## src/rtl/sample_playback_evaluator.sv

```systemverilog
// sample_playback_evaluator
// Plays stored input bytes back to the circuit under evaluation one sample at a
// time. It captures each response and accumulates the masked count of mismatched
// bits, which is the raw fitness error. The accumulator saturates at its maximum.
// Optional feature macro: SAMPLE_TIMEOUT_EN. When it is defined, a sample that
// gets no response within TIMEOUT_CYCLES is scored as fully mismatched.
module sample_playback_evaluator #(
    parameter int NUM_SAMPLES    = 3,
    parameter int ERR_W          = 16,
    parameter int TIMEOUT_CYCLES = 255
) (
    input  logic                         iClock,
    input  logic                         iResetN,
    input  logic                         iStart,
    input  logic                         iAbort,
    input  logic [(NUM_SAMPLES+1)*8-1:0] iInputSequences,
    input  logic [(NUM_SAMPLES+1)*8-1:0] iExpectedOutputs,
    input  logic [(NUM_SAMPLES+1)*8-1:0] iValidOutputs,
    output logic [7:0]                   oCircuitInput,
    output logic                         oCircuitInputValid,
    input  logic [7:0]                   iCircuitOutput,
    input  logic                         iCircuitOutputValid,
    output logic [31:0]                  oSampleIndex,
    output logic                         oBusy,
    output logic                         oDone,
    output logic [ERR_W-1:0]             oErrorCount
);

    localparam int NUM_ENTRIES = NUM_SAMPLES + 1;
    localparam int IDX_W       = (NUM_SAMPLES > 0) ? $clog2(NUM_ENTRIES) : 1;
    localparam int SUM_W       = ERR_W + 4;
    localparam logic [IDX_W-1:0] LAST_IDX = IDX_W'(NUM_SAMPLES);
    localparam logic [ERR_W-1:0] ERR_MAX  = '1;

    typedef enum logic [2:0] {
        ST_IDLE,
        ST_DRIVE,
        ST_WAIT_RESP,
        ST_COMPARE,
        ST_DONE
    } state_t;

    state_t           state_q, state_d;
    logic [IDX_W-1:0] idx_q, idx_d;
    logic [ERR_W-1:0] err_q, err_d;
    logic [7:0]       resp_q, resp_d;
    logic [7:0]       circuit_input_q, circuit_input_d;

`ifdef SAMPLE_TIMEOUT_EN
    localparam int TMO_W = (TIMEOUT_CYCLES > 1) ? $clog2(TIMEOUT_CYCLES) : 1;
    localparam logic [TMO_W-1:0] TMO_LAST = TMO_W'(TIMEOUT_CYCLES - 1);
    logic [TMO_W-1:0] timer_q, timer_d;
`endif

    function automatic logic [7:0] sel_byte(input logic [NUM_ENTRIES*8-1:0] vec,
                                            input logic [IDX_W-1:0] i);
        return vec[i*8 +: 8];
    endfunction

    function automatic logic [3:0] popcount8(input logic [7:0] b);
        logic [3:0] cnt;
        cnt = '0;
        for (int i = 0; i < 8; i++) begin
            cnt = cnt + 4'(b[i]);
        end
        return cnt;
    endfunction

    logic [7:0]       exp_byte;
    logic [7:0]       mask_byte;
    logic [7:0]       mismatch;
    logic [SUM_W-1:0] sum;
    logic [ERR_W-1:0] err_sat;
    logic [IDX_W-1:0] next_idx;

    // Score the captured response of the current sample and saturate the running total
    always_comb begin
        exp_byte  = sel_byte(iExpectedOutputs, idx_q);
        mask_byte = sel_byte(iValidOutputs, idx_q);
        mismatch  = (resp_q ^ exp_byte) & mask_byte;
        sum       = SUM_W'(err_q) + SUM_W'(popcount8(mismatch));
        err_sat   = (sum > SUM_W'(ERR_MAX)) ? ERR_MAX : sum[ERR_W-1:0];
        next_idx  = idx_q + IDX_W'(1);
    end

    // Next-state and datapath updates for the playback sequencer
    always_comb begin
        state_d         = state_q;
        idx_d           = idx_q;
        err_d           = err_q;
        resp_d          = resp_q;
        circuit_input_d = circuit_input_q;
`ifdef SAMPLE_TIMEOUT_EN
        timer_d         = timer_q;
`endif
        case (state_q)
            ST_IDLE: begin
                if (iStart) begin
                    err_d           = '0;
                    idx_d           = '0;
                    circuit_input_d = sel_byte(iInputSequences, '0);
                    state_d         = ST_DRIVE;
                end
            end
            ST_DRIVE: begin
`ifdef SAMPLE_TIMEOUT_EN
                timer_d = '0;
`endif
                if (iAbort) begin
                    state_d = ST_IDLE;
                end else begin
                    state_d = ST_WAIT_RESP;
                end
            end
            ST_WAIT_RESP: begin
                if (iAbort) begin
                    state_d = ST_IDLE;
                end else if (iCircuitOutputValid) begin
                    resp_d  = iCircuitOutput;
                    state_d = ST_COMPARE;
                end
`ifdef SAMPLE_TIMEOUT_EN
                else if (timer_q == TMO_LAST) begin
                    resp_d  = ~exp_byte;
                    state_d = ST_COMPARE;
                end else begin
                    timer_d = timer_q + TMO_W'(1);
                end
`endif
            end
            ST_COMPARE: begin
                if (iAbort) begin
                    state_d = ST_IDLE;
                end else begin
                    err_d = err_sat;
                    if (idx_q == LAST_IDX) begin
                        state_d = ST_DONE;
                    end else begin
                        idx_d           = next_idx;
                        circuit_input_d = sel_byte(iInputSequences, next_idx);
                        state_d         = ST_DRIVE;
                    end
                end
            end
            ST_DONE: begin
                state_d = ST_IDLE;
            end
            default: begin
                state_d = ST_IDLE;
            end
        endcase
    end

    // State and datapath registers, cleared asynchronously by reset
    always_ff @(posedge iClock or negedge iResetN) begin
        if (!iResetN) begin
            state_q         <= ST_IDLE;
            idx_q           <= '0;
            err_q           <= '0;
            resp_q          <= '0;
            circuit_input_q <= '0;
`ifdef SAMPLE_TIMEOUT_EN
            timer_q         <= '0;
`endif
        end else begin
            state_q         <= state_d;
            idx_q           <= idx_d;
            err_q           <= err_d;
            resp_q          <= resp_d;
            circuit_input_q <= circuit_input_d;
`ifdef SAMPLE_TIMEOUT_EN
            timer_q         <= timer_d;
`endif
        end
    end

    assign oCircuitInput      = circuit_input_q;
    assign oCircuitInputValid = (state_q == ST_DRIVE);
    assign oSampleIndex       = 32'(idx_q);
    assign oBusy              = (state_q == ST_DRIVE) || (state_q == ST_WAIT_RESP) ||
                                (state_q == ST_COMPARE);
    assign oDone              = (state_q == ST_DONE);
    assign oErrorCount        = err_q;

endmodule

```

## config.mk

```make
export PLATFORM = sky130hd
export DESIGN_NAME = sample_playback_evaluator
export DESIGN_NICKNAME = d
export VERILOG_FILES = /design/src/rtl/sample_playback_evaluator.sv
export SDC_FILE = /design/constraint.sdc
export NUM_CORES = 1
export LEC_CHECK = 0
export ABC_AREA = 0
export CAP_MARGIN = 20
export CORE_ASPECT_RATIO = 0.5
export CORE_UTILIZATION = 44
export CTS_BUF_LIST = sky130_fd_sc_hd__clkbuf_8
export CTS_CLUSTER_DIAMETER = 200
export CTS_CLUSTER_SIZE = 16
export DETAILED_ROUTE_END_ITERATION = 6
export GPL_TIMING_DRIVEN = 0
export PLACE_DENSITY = 0.95
export SYNTH_ARGS = -nofsm -noshare
export SYNTH_HDL_FRONTEND = slang
export SYNTH_SLANG_ARGS = --single-unit
```

## constraint.sdc

```tcl
create_clock -name iClock -period 15 [get_ports iClock]
set_input_delay 3 -clock iClock [delete_from_list [all_inputs] [get_ports iClock]]
set_output_delay 3 -clock iClock [all_outputs]
set_load 0.01 [all_outputs]
```

# Word-level counts from Yosys, hierarchy flattened
# Index checks and enable logic that the tools add are counted.
# word_totals
regBits,37
in_bits,109
word_cells,57
# classes
add_sub_neg,9
magnitude_cmp,1
eq_ne,9
n_shift,3
muxes,19
bitwise,3
reduce_logical,8
# ops
op,count
$shiftx A32 B6 Y8,3
$mux W16,3
$pmux W16 S2,1
$mux W8,3
$add A16 B4 Y17,1
$gt A17 B16 Y1 const B,1
$add A4 B1 Y4,4
$pmux W8 S2,1
$mux W3,5
$pmux W3 S4,1
$and A8 B8 Y8,1
$mux W2,4
$xor A8 B8 Y8,1
$eq A3 B2 Y1 const B,2
$ne A2 B2 Y1 const B,3
$reduce_and A3 Y1,2
$add A3 B1 Y4,1
$pmux W2 S2,1
$reduce_and A4 Y1,1
$add A2 B1 Y3,1
$eq A3 B1 Y1 const B,1
$eq A3 B3 Y1 const B,1
$logic_not A3 Y1,1
$ne A3 B3 Y1 const B,1
7 further kinds,8

# Logic depth before layout (Yosys ltp)
# Gate-level depths: netlist of the first run.
# logic_depth
ltp_word,15
ltp_mapped,16
mapped_depth_nobuf,15

# Worst setup path before layout of the first run
# No wires, ideal clock.
# synth_timing
kind,in2reg
start,input iExpectedOutputs[24]
end,"register err_q[7], in the netlist oErrorCount[7]"
setup_time_ns,0.121
arrival_time_ns,6.940
setup_slack_ns,7.939
cell_stages,15
path_buffers,0
path_cell_list,mux4_2 -> xor2_1 -> and2_1 -> fa_1 -> inv_1 -> fa_1 -> inv_1 -> fa_1 -> fa_1 -> fa_1 -> nand3_1 -> a211oi_4 -> nand2_2 -> o21ai_0 -> a22o_1
# synth_via
elab_chain_cells,15
# synth_rtl
item,line,text
start: declaration,17,"input logic [(NUM_SAMPLES+1)*8-1:0] iExpectedOutputs,"
$shiftx A32 B6 Y8 (*),57,return vec[i*8 +: 8];
$xor A8 B8 Y8 (*),80,mismatch = (resp_q ^ exp_byte) & mask_byte;
$and A8 B8 Y8 (*),80,
$add A1 B1 Y2 (*),64,cnt = cnt + 4'(b[i]);
$add A2 B1 Y3 (*),64,
$add A3 B1 Y4 (*),64,
$add A4 B1 Y4 (*) (4 in a row),64,
$add A16 B4 Y17 (*),81,sum = SUM_W'(err_q) + SUM_W'(popcount8(mismatch));
$gt A17 B16 Y1,82,err_sat = (sum > SUM_W'(ERR_MAX)) ? ERR_MAX : sum[ERR_W-1:0];
$mux W16 (*),82,
$mux W16 (*),132,if (iAbort) begin
$pmux W16 S2 (*),96,case (state_q)
end signal: assignment,168,err_q <= err_d;
end: declaration,45,"logic [ERR_W-1:0] err_q, err_d;"
# Every way passes the cells marked *; elsewhere a longest branch is shown, timed or not. The select of a mux whose other input is x is not followed.
# A chain may end at the register's enable or synchronous reset.

# Worst setup path after layout of the first run
# layout_timing
start,input iExpectedOutputs[26]
end,"register err_q[7], in the netlist oErrorCount[7]"
# layout_via
elab_chain_cells,14
# layout_rtl
item,line
$shiftx A32 B6 Y8 (*),57
$xor A8 B8 Y8 (*),80
$and A8 B8 Y8 (*),80
$add A2 B1 Y3 (*),64
$add A3 B1 Y4 (*),64
$add A4 B1 Y4 (*) (4 in a row),64
$add A16 B4 Y17 (*),81
$gt A17 B16 Y1,82
$mux W16 (*),82
$mux W16 (*),132
$pmux W16 S2 (*),96
# Marks and branches as above.

==> flow_summary_export.csv, run 1 <==
group,metric,value,unit
status,status,"finished, final reports clean",
power_and_ir_drop,peakVddDrop,0.0839,mV
sta,finalMaxSlewViolations,0,
cts,cts_resized,0,
die,die_area,0.00738,mm2
synthesis,netlist_instances,304,
cts,cts_setup_buffers,0,
drt,drtPass1Iterations,5,
cts,cts_buffer_depth,2,
power_and_ir_drop,finalPower,664,uW
die,coreArea,0.00673,mm2
die,ios,168,
cts,htree_num_levels,2,
cts,cts_buffers,5,
setup_path,worst_path_most_repeated_cell,"fa_1",
drt,post_drt_wl_per_cell,16.1,um
cts,cts_hold_buf,0,
synthesis,ys_ff_latch,37,
finish,drive_gt1_share,20.5,%
setup_path,slowest_stage,"fa_1",
drt,avgViaCountPerCell,5.21,
sta,hold_viol,0,
finish,final_common_cell,"clkdlybuf4s50_1",
sta,setup_viol,0,
sta,period_minus_slack,7.56,ns
global_route,grt_util_all_layers,25.7,%
power_and_ir_drop,leakagePower,2.06,nW
global_route,grt_start_max_net_pins,38,
global_route,globalRouteOverflowTotal,0,
synthesis,synth_area,0.00309,mm2
synthesis,ys_warn_count,0,
setup_path,crit_chain,"clkdlybuf4s50_1 > mux4_2 > xor2_1 > and2_1 > fa_1 > inv_1 > fa_1 > inv_1 > fa_1 > fa_1 > fa_1 > nand3_1 > a211oi_4 > nand2_2 > o21ai_0 > a22o_1",
global_route,antenna_found_initial,0,
finish,multi_input_area,0.00191,mm2
setup_path,path_buf_inv,3,
placed_design,port-buffer-count,137,
sta,clock.fmax,0.132,GHz
finish,synthToLayoutAreaGrowth,55.4,%
die,rows,21,
setup_path,end_kind,"register",
cts,cts_tree,"built",
synthesis,synth-edff-count,0,
setup_path,critPathLaunchType,"input pin",
placed_design,hpwl,7260,um
placed_design,post-place-cells,562,
global_route,grt_pass1_wl,14300,um
cts,clock_latency,0.31,ns
finish,fillers,500,
sta,period_share,50.4,%
die,initial_core_util,45.9,%
finish,final_cells,570,
cts,cts-root-buf,"clkbuf_8",
synthesis,ys.flop_type,"dfrtp_1",
placed_design,pre_cts_slack,7.15,ns
cts,cts.reportedPaths.clkPinSlew,0.08,ns
sta,finalClockSkew,0.00715,ns
job,cap_violations,0,
drt,wirelength,9180,um
drt,postRouteAntennaNets,0,
finish,ff_latch_area,926,um2
setup_path,crit_fanout,10,
setup_path,crit_family,"adder cells",
synthesis,ys_seq_area_share,30.0,%
setup_path,worst_ep_required_time,15.20,ns
drt,drcViolationCount,0,
sta,tns,0,ns
die,fp.dieW,120,um
die,die_h,61.2,um
worst_hold_path,hold_path.class,"register to register",
synthesis,syn_avg_cell_area,10.2,um2
global_route,grt_pass1_vias,3009,
placed_design,place.gp.congestion,0.910,
power_and_ir_drop,power_density,138,mW/mm2
sta,worst_slack,7.44,ns
drt,drt_first_iter_violations,310,
sta,slew_headroom,44.5,%
finish,n_antenna_cell,0,
synthesis,ys_async_sr_fraction,100,%
finish,mostFrequentLayoutCells,"136 x clkdlybuf4s50_1, 37 x dfrtp_1, 34 x buf_4",
sta,grt_setup_unrepaired,"false",
setup_path,crit_path_max_incr_delay,0.57,ns
sta,worstMarginPinSlew,0.833,ns
cts,cts.sinks,37,
finish,nNetsFinal,598,
setup_path,crit_type,"input pin to register",
setup_path,arrival,7.76,ns
synthesis,synth_cell_types,53,
drt,vias,2969,
-- worst register-to-register path, stage by stage, from the launching register on --
cell and delay (ns):
dfrtp_1 0.38, buf_4 0.23, buf_4 0.25, mux4_2 0.51, and2_1 0.20, fa_1 0.52
inv_1 0.06, fa_1 0.57, inv_1 0.07, fa_1 0.50, fa_1 0.49, fa_1 0.43
nand3_1 0.19, a211oi_4 0.12, nand2_2 0.20, o21ai_0 0.14, a22o_1 0.24
-- routing by layer --
metal / global-route usage [%] / routed length [um] / part of all wire (%)
met3: 5.19 / 443 / 4.8
met2: 47.3 / 4680 / 51
met1: 31.4 / 3850 / 42
met5: 0 / 0 / 0
met4: 8.11 / 209 / 2.3
-- metrics by stage --
step | cell area (um2) | hold WS [ns] | utilization, %
4_1_cts | 4800 | 0.484 | 71.3
3_5_place_dp | 4680 | 0.467 | 69.5
6_report | 4800 | 0.481 | 71.3
2_1_floorplan | 3200 | 0.500 | -
5_1_grt | 4800 | 0.528 | 71.3
3_3_place_gp | 4680 | 0.459 | 69.6
-- final timing paths --
| path | start | endpoint | slack, ns | depth (start not counted) |
|---|---|---|---|---|
| max | iExpectedOutputs[26] | oErrorCount[7]$_DFFE_PN0P_ | 7.44 | 16 |
| min | oCircuitInput[7]$_DFFE_PN0P_ | oCircuitInput[7]$_DFFE_PN0P_ | 0.48 | 2 |
| max reg2reg | idx_q[0]$_DFFE_PN0P_ | oErrorCount[7]$_DFFE_PN0P_ | 9.78 | 16 |
| min reg2reg | oCircuitInput[7]$_DFFE_PN0P_ | oCircuitInput[7]$_DFFE_PN0P_ | 0.48 | 2 |
| max in group asynchronous | iResetN | oCircuitInput[6]$_DFFE_PN0P_ | 11.69 | 1 |
| min in group asynchronous | iResetN | oCircuitInput[3]$_DFFE_PN0P_ | 2.79 | 1 |
-- Yosys cell counts (all sizes together), types with 2 or more instances --
cell type | n | area [um2]
o21ai | 33 | 184
a31oi | 6 | 37.5
inv | 7 | 26.3
a21oi | 10 | 53.8
o31a | 2 | 17.5
a21o | 4 | 30.0
o211ai | 2 | 15.0
a211oi | 5 | 50.1
nand3 | 6 | 30.0
dfrtp | 37 | 926
and2 | 9 | 56.3
a22o | 5 | 43.8
xor2 | 8 | 70.1
o22ai | 8 | 50.1
mux2 | 17 | 191
mux4 | 16 | 360
nand2 | 34 | 130
buf | 42 | 327
clkbuf | 2 | 7.51
xnor2 | 2 | 17.5
nor2 | 14 | 55.1
nor3 | 3 | 15.0
or2 | 2 | 15.0
and3 | 2 | 12.5
fa | 5 | 100
ha | 7 | 87.6
-- cell type report --
cell class | instances | share of cell area [%]
multi-input cells | 245 | 39.8
repair buffers | 137 | 28.5
flip-flops and latches | 37 | 19.3
plain buffers | 44 | 6.96
well taps | 92 | 2.40
clock buffers | 6 | 1.72
clock inverters | 2 | 0.782
inverters | 7 | 0.548
-- sequential cells by signal, summed over array words and instances, names as in the netlist --
register / flops
oErrorCount: 16
oCircuitInput: 8
resp_q: 8
state_q: 3
idx_q: 2
-- cells by family (layout without fill, tap and decap cells) --
family / count (synthesis) / in the layout / synth area share (%)
multiplexers: 33 / 33 / 17.9
XOR/XNOR: 10 / 10 / 2.84
AND/OR/NAND/NOR: 79 / 79 / 14.0
AO/OA/AOI/OAI: 81 / 81 / 17.4
adder cells (fa/ha/maj): 12 / 12 / 6.08
other: 1 / 30 / 0.121
buffers and inverters: 51 / 196 / 11.7
flip-flops: 37 / 37 / 30.0
-- where the power goes --
group,switching (mW),internal (mW)
logic,0.207,0.219
registers,0.0170,0.127
clock network,0.0405,0.0541
total,0.264,0.400
Power figures use the tool's default switching activity.
==> inputs of run 2 (changes only) <==
Settings changed: CORE_UTILIZATION 44 to 41, PLACE_DENSITY 0.95 to 0.92.
Clock period 15 ns to 7.75 ns, I/O delays scaled along.
==> flow_summary_export.csv, run 2 (synthesis results as in run 1) <==
group,metric,value,unit
cts,cts_hold_buf,0,
global_route,grt_util_all_layers,23.3,%
drt,wirelength,9080,um
finish,fillers,535,
finish,n_antenna_cell,0,
placed_design,place.gp.congestion,0.893,
power_and_ir_drop,peakVddDrop,0.149,mV
drt,drtPass1Iterations,4,
power_and_ir_drop,leakagePower,2.05,nW
cts,htree_num_levels,2,
setup_path,crit_type,"input pin to register",
drt,drt_first_iter_violations,264,
cts,cts-root-buf,"clkbuf_8",
cts,cts_tree,"built",
finish,nNetsFinal,598,
cts,cts.reportedPaths.clkPinSlew,0.07,ns
setup_path,end_kind,"register",
finish,final_cells,570,
worst_hold_path,hold_path.class,"register to register",
sta,clock.fmax,0.166,GHz
setup_path,worst_ep_required_time,7.95,ns
setup_path,crit_chain,"clkdlybuf4s50_1 > mux4_2 > xor2_1 > and2_1 > fa_1 > inv_1 > fa_1 > inv_1 > fa_1 > fa_1 > fa_1 > nand3_1 > a211oi_4 > nand2_2 > o21ai_0 > a22o_1",
global_route,grt_start_max_net_pins,38,
setup_path,crit_fanout,10,
setup_path,arrival,6.24,ns
status,status,"finished, final reports clean",
sta,slew_headroom,43.7,%
sta,finalMaxSlewViolations,0,
cts,cts_setup_buffers,0,
finish,mostFrequentLayoutCells,"136 x clkdlybuf4s50_1, 37 x dfrtp_1, 34 x buf_4",
die,die_h,63.4,um
die,die_area,0.00790,mm2
cts,cts_resized,0,
drt,vias,2957,
finish,synthToLayoutAreaGrowth,54.6,%
finish,final_common_cell,"clkdlybuf4s50_1",
die,ios,168,
sta,period_share,77.9,%
setup_path,crit_path_max_incr_delay,0.55,ns
global_route,grt_pass1_wl,14400,um
global_route,antenna_found_initial,0,
die,rows,21,
sta,finalClockSkew,0.00790,ns
setup_path,slowest_stage,"fa_1",
drt,post_drt_wl_per_cell,15.9,um
job,cap_violations,0,
setup_path,worst_path_most_repeated_cell,"fa_1",
die,coreArea,0.00696,mm2
die,initial_core_util,44.3,%
die,fp.dieW,125,um
cts,clock_latency,0.31,ns
finish,largest_reg_flops,16,
sta,worstMarginPinSlew,0.844,ns
setup_path,critPathLaunchType,"input pin",
cts,cts_buffer_depth,2,
drt,avgViaCountPerCell,5.19,
power_and_ir_drop,power_density,259,mW/mm2
cts,cts_buffers,5,
placed_design,hpwl,7340,um
global_route,grt_pass1_vias,2958,
cts,cts.sinks,37,
setup_path,crit_family,"adder cells",
finish,drive_gt1_share,20.5,%
power_and_ir_drop,finalPower,1.24,mW
placed_design,post-place-cells,562,
global_route,globalRouteOverflowTotal,0,
sta,period_minus_slack,6.04,ns
sta,grt_setup_unrepaired,"false",
drt,drcViolationCount,0,
sta,tns,0,ns
placed_design,port-buffer-count,137,
setup_path,path_buf_inv,3,
sta,hold_viol,0,
sta,setup_viol,0,
drt,postRouteAntennaNets,0,
==> run 2: changes by cell type in the layout (fill, tap and decap cells not counted) <==
cell / previous run / this run
bufinv_16: 1 / 0
clkinv_2: 0 / 1
clkinv_4: 0 / 1
clkinvlp_4: 1 / 0
==> run 2: worst reg2reg max path, cell delays in order (launching register included) <==
cell and delay [ns]:
dfrtp_1 0.38, buf_4 0.23, buf_4 0.25, mux4_2 0.52, and2_1 0.19, fa_1 0.51
inv_1 0.06, fa_1 0.55, inv_1 0.06, fa_1 0.50, fa_1 0.50, fa_1 0.44
nand3_1 0.19, a211oi_4 0.12, nand2_2 0.20, o21ai_0 0.12, a22o_1 0.24
==> run 2: final timing paths <==
path / slack (ns) / endpoint / cells after the start / start
min in group asynchronous: 1.34 / oCircuitInput[5]$_DFFE_PN0P_ / 1 / iResetN
setup reg to reg: 2.60 / oErrorCount[9]$_DFFE_PN0P_ / 16 / idx_q[0]$_DFFE_PN0P_
hold reg to reg: 0.49 / oCircuitInput[6]$_DFFE_PN0P_ / 2 / oCircuitInput[6]$_DFFE_PN0P_
max in group asynchronous: 5.88 / resp_q[2]$_DFFE_PN0P_ / 1 / iResetN
setup / recovery: 1.71 / oErrorCount[9]$_DFFE_PN0P_ / 16 / iExpectedOutputs[16]
hold / removal: 0.49 / oCircuitInput[6]$_DFFE_PN0P_ / 2 / oCircuitInput[6]$_DFFE_PN0P_
==> run 2: power by group <==
group	switching [mW]	internal, mW	total [mW]
clock network	0.0760	0.0721	0.148
registers	0.0337	0.245	0.279
logic	0.387	0.425	0.812
total	0.497	0.742	1.24
==> run 2: per-layer routing <==
| metal | track usage [%] | part of all wire (%) | vias up |
|---|---|---|---|
| li1 | - | - | 1394 |
| met1 | 28.3 | 41 | 1407 |
| met2 | 41.1 | 50 | 137 |
| met3 | 4.42 | 7.1 | 19 |
| met4 | 9.04 | 2.2 | 0 |
| met5 | 0 | 0 | - |
==> run 2: final cells by class <==
cell class	instances	area [um2]	area share, %
plain buffers	44	334	7.00
clock buffers	6	82.6	1.73
clock inverters	2	13.8	0.288
inverters	7	26.3	0.550
multi-input cells	245	1910	40.0
flip-flops and latches	37	926	19.4
well taps	92	115	2.41
repair buffers	137	1370	28.6
==> run 2: metrics by stage <==
stage / setup slack [ns] / cell area [um2] / hold WS [ns] / utilization (%)
floorplan: 2.14 / 3200 / 0.500 / -
global placement: 1.45 / 4680 / 0.460 / 67.3
detailed placement: 1.37 / 4680 / 0.473 / 67.2
CTS: 1.70 / 4770 / 0.487 / 68.6
global route: 1.54 / 4770 / 0.509 / 68.6
finish: 1.71 / 4770 / 0.488 / 68.6
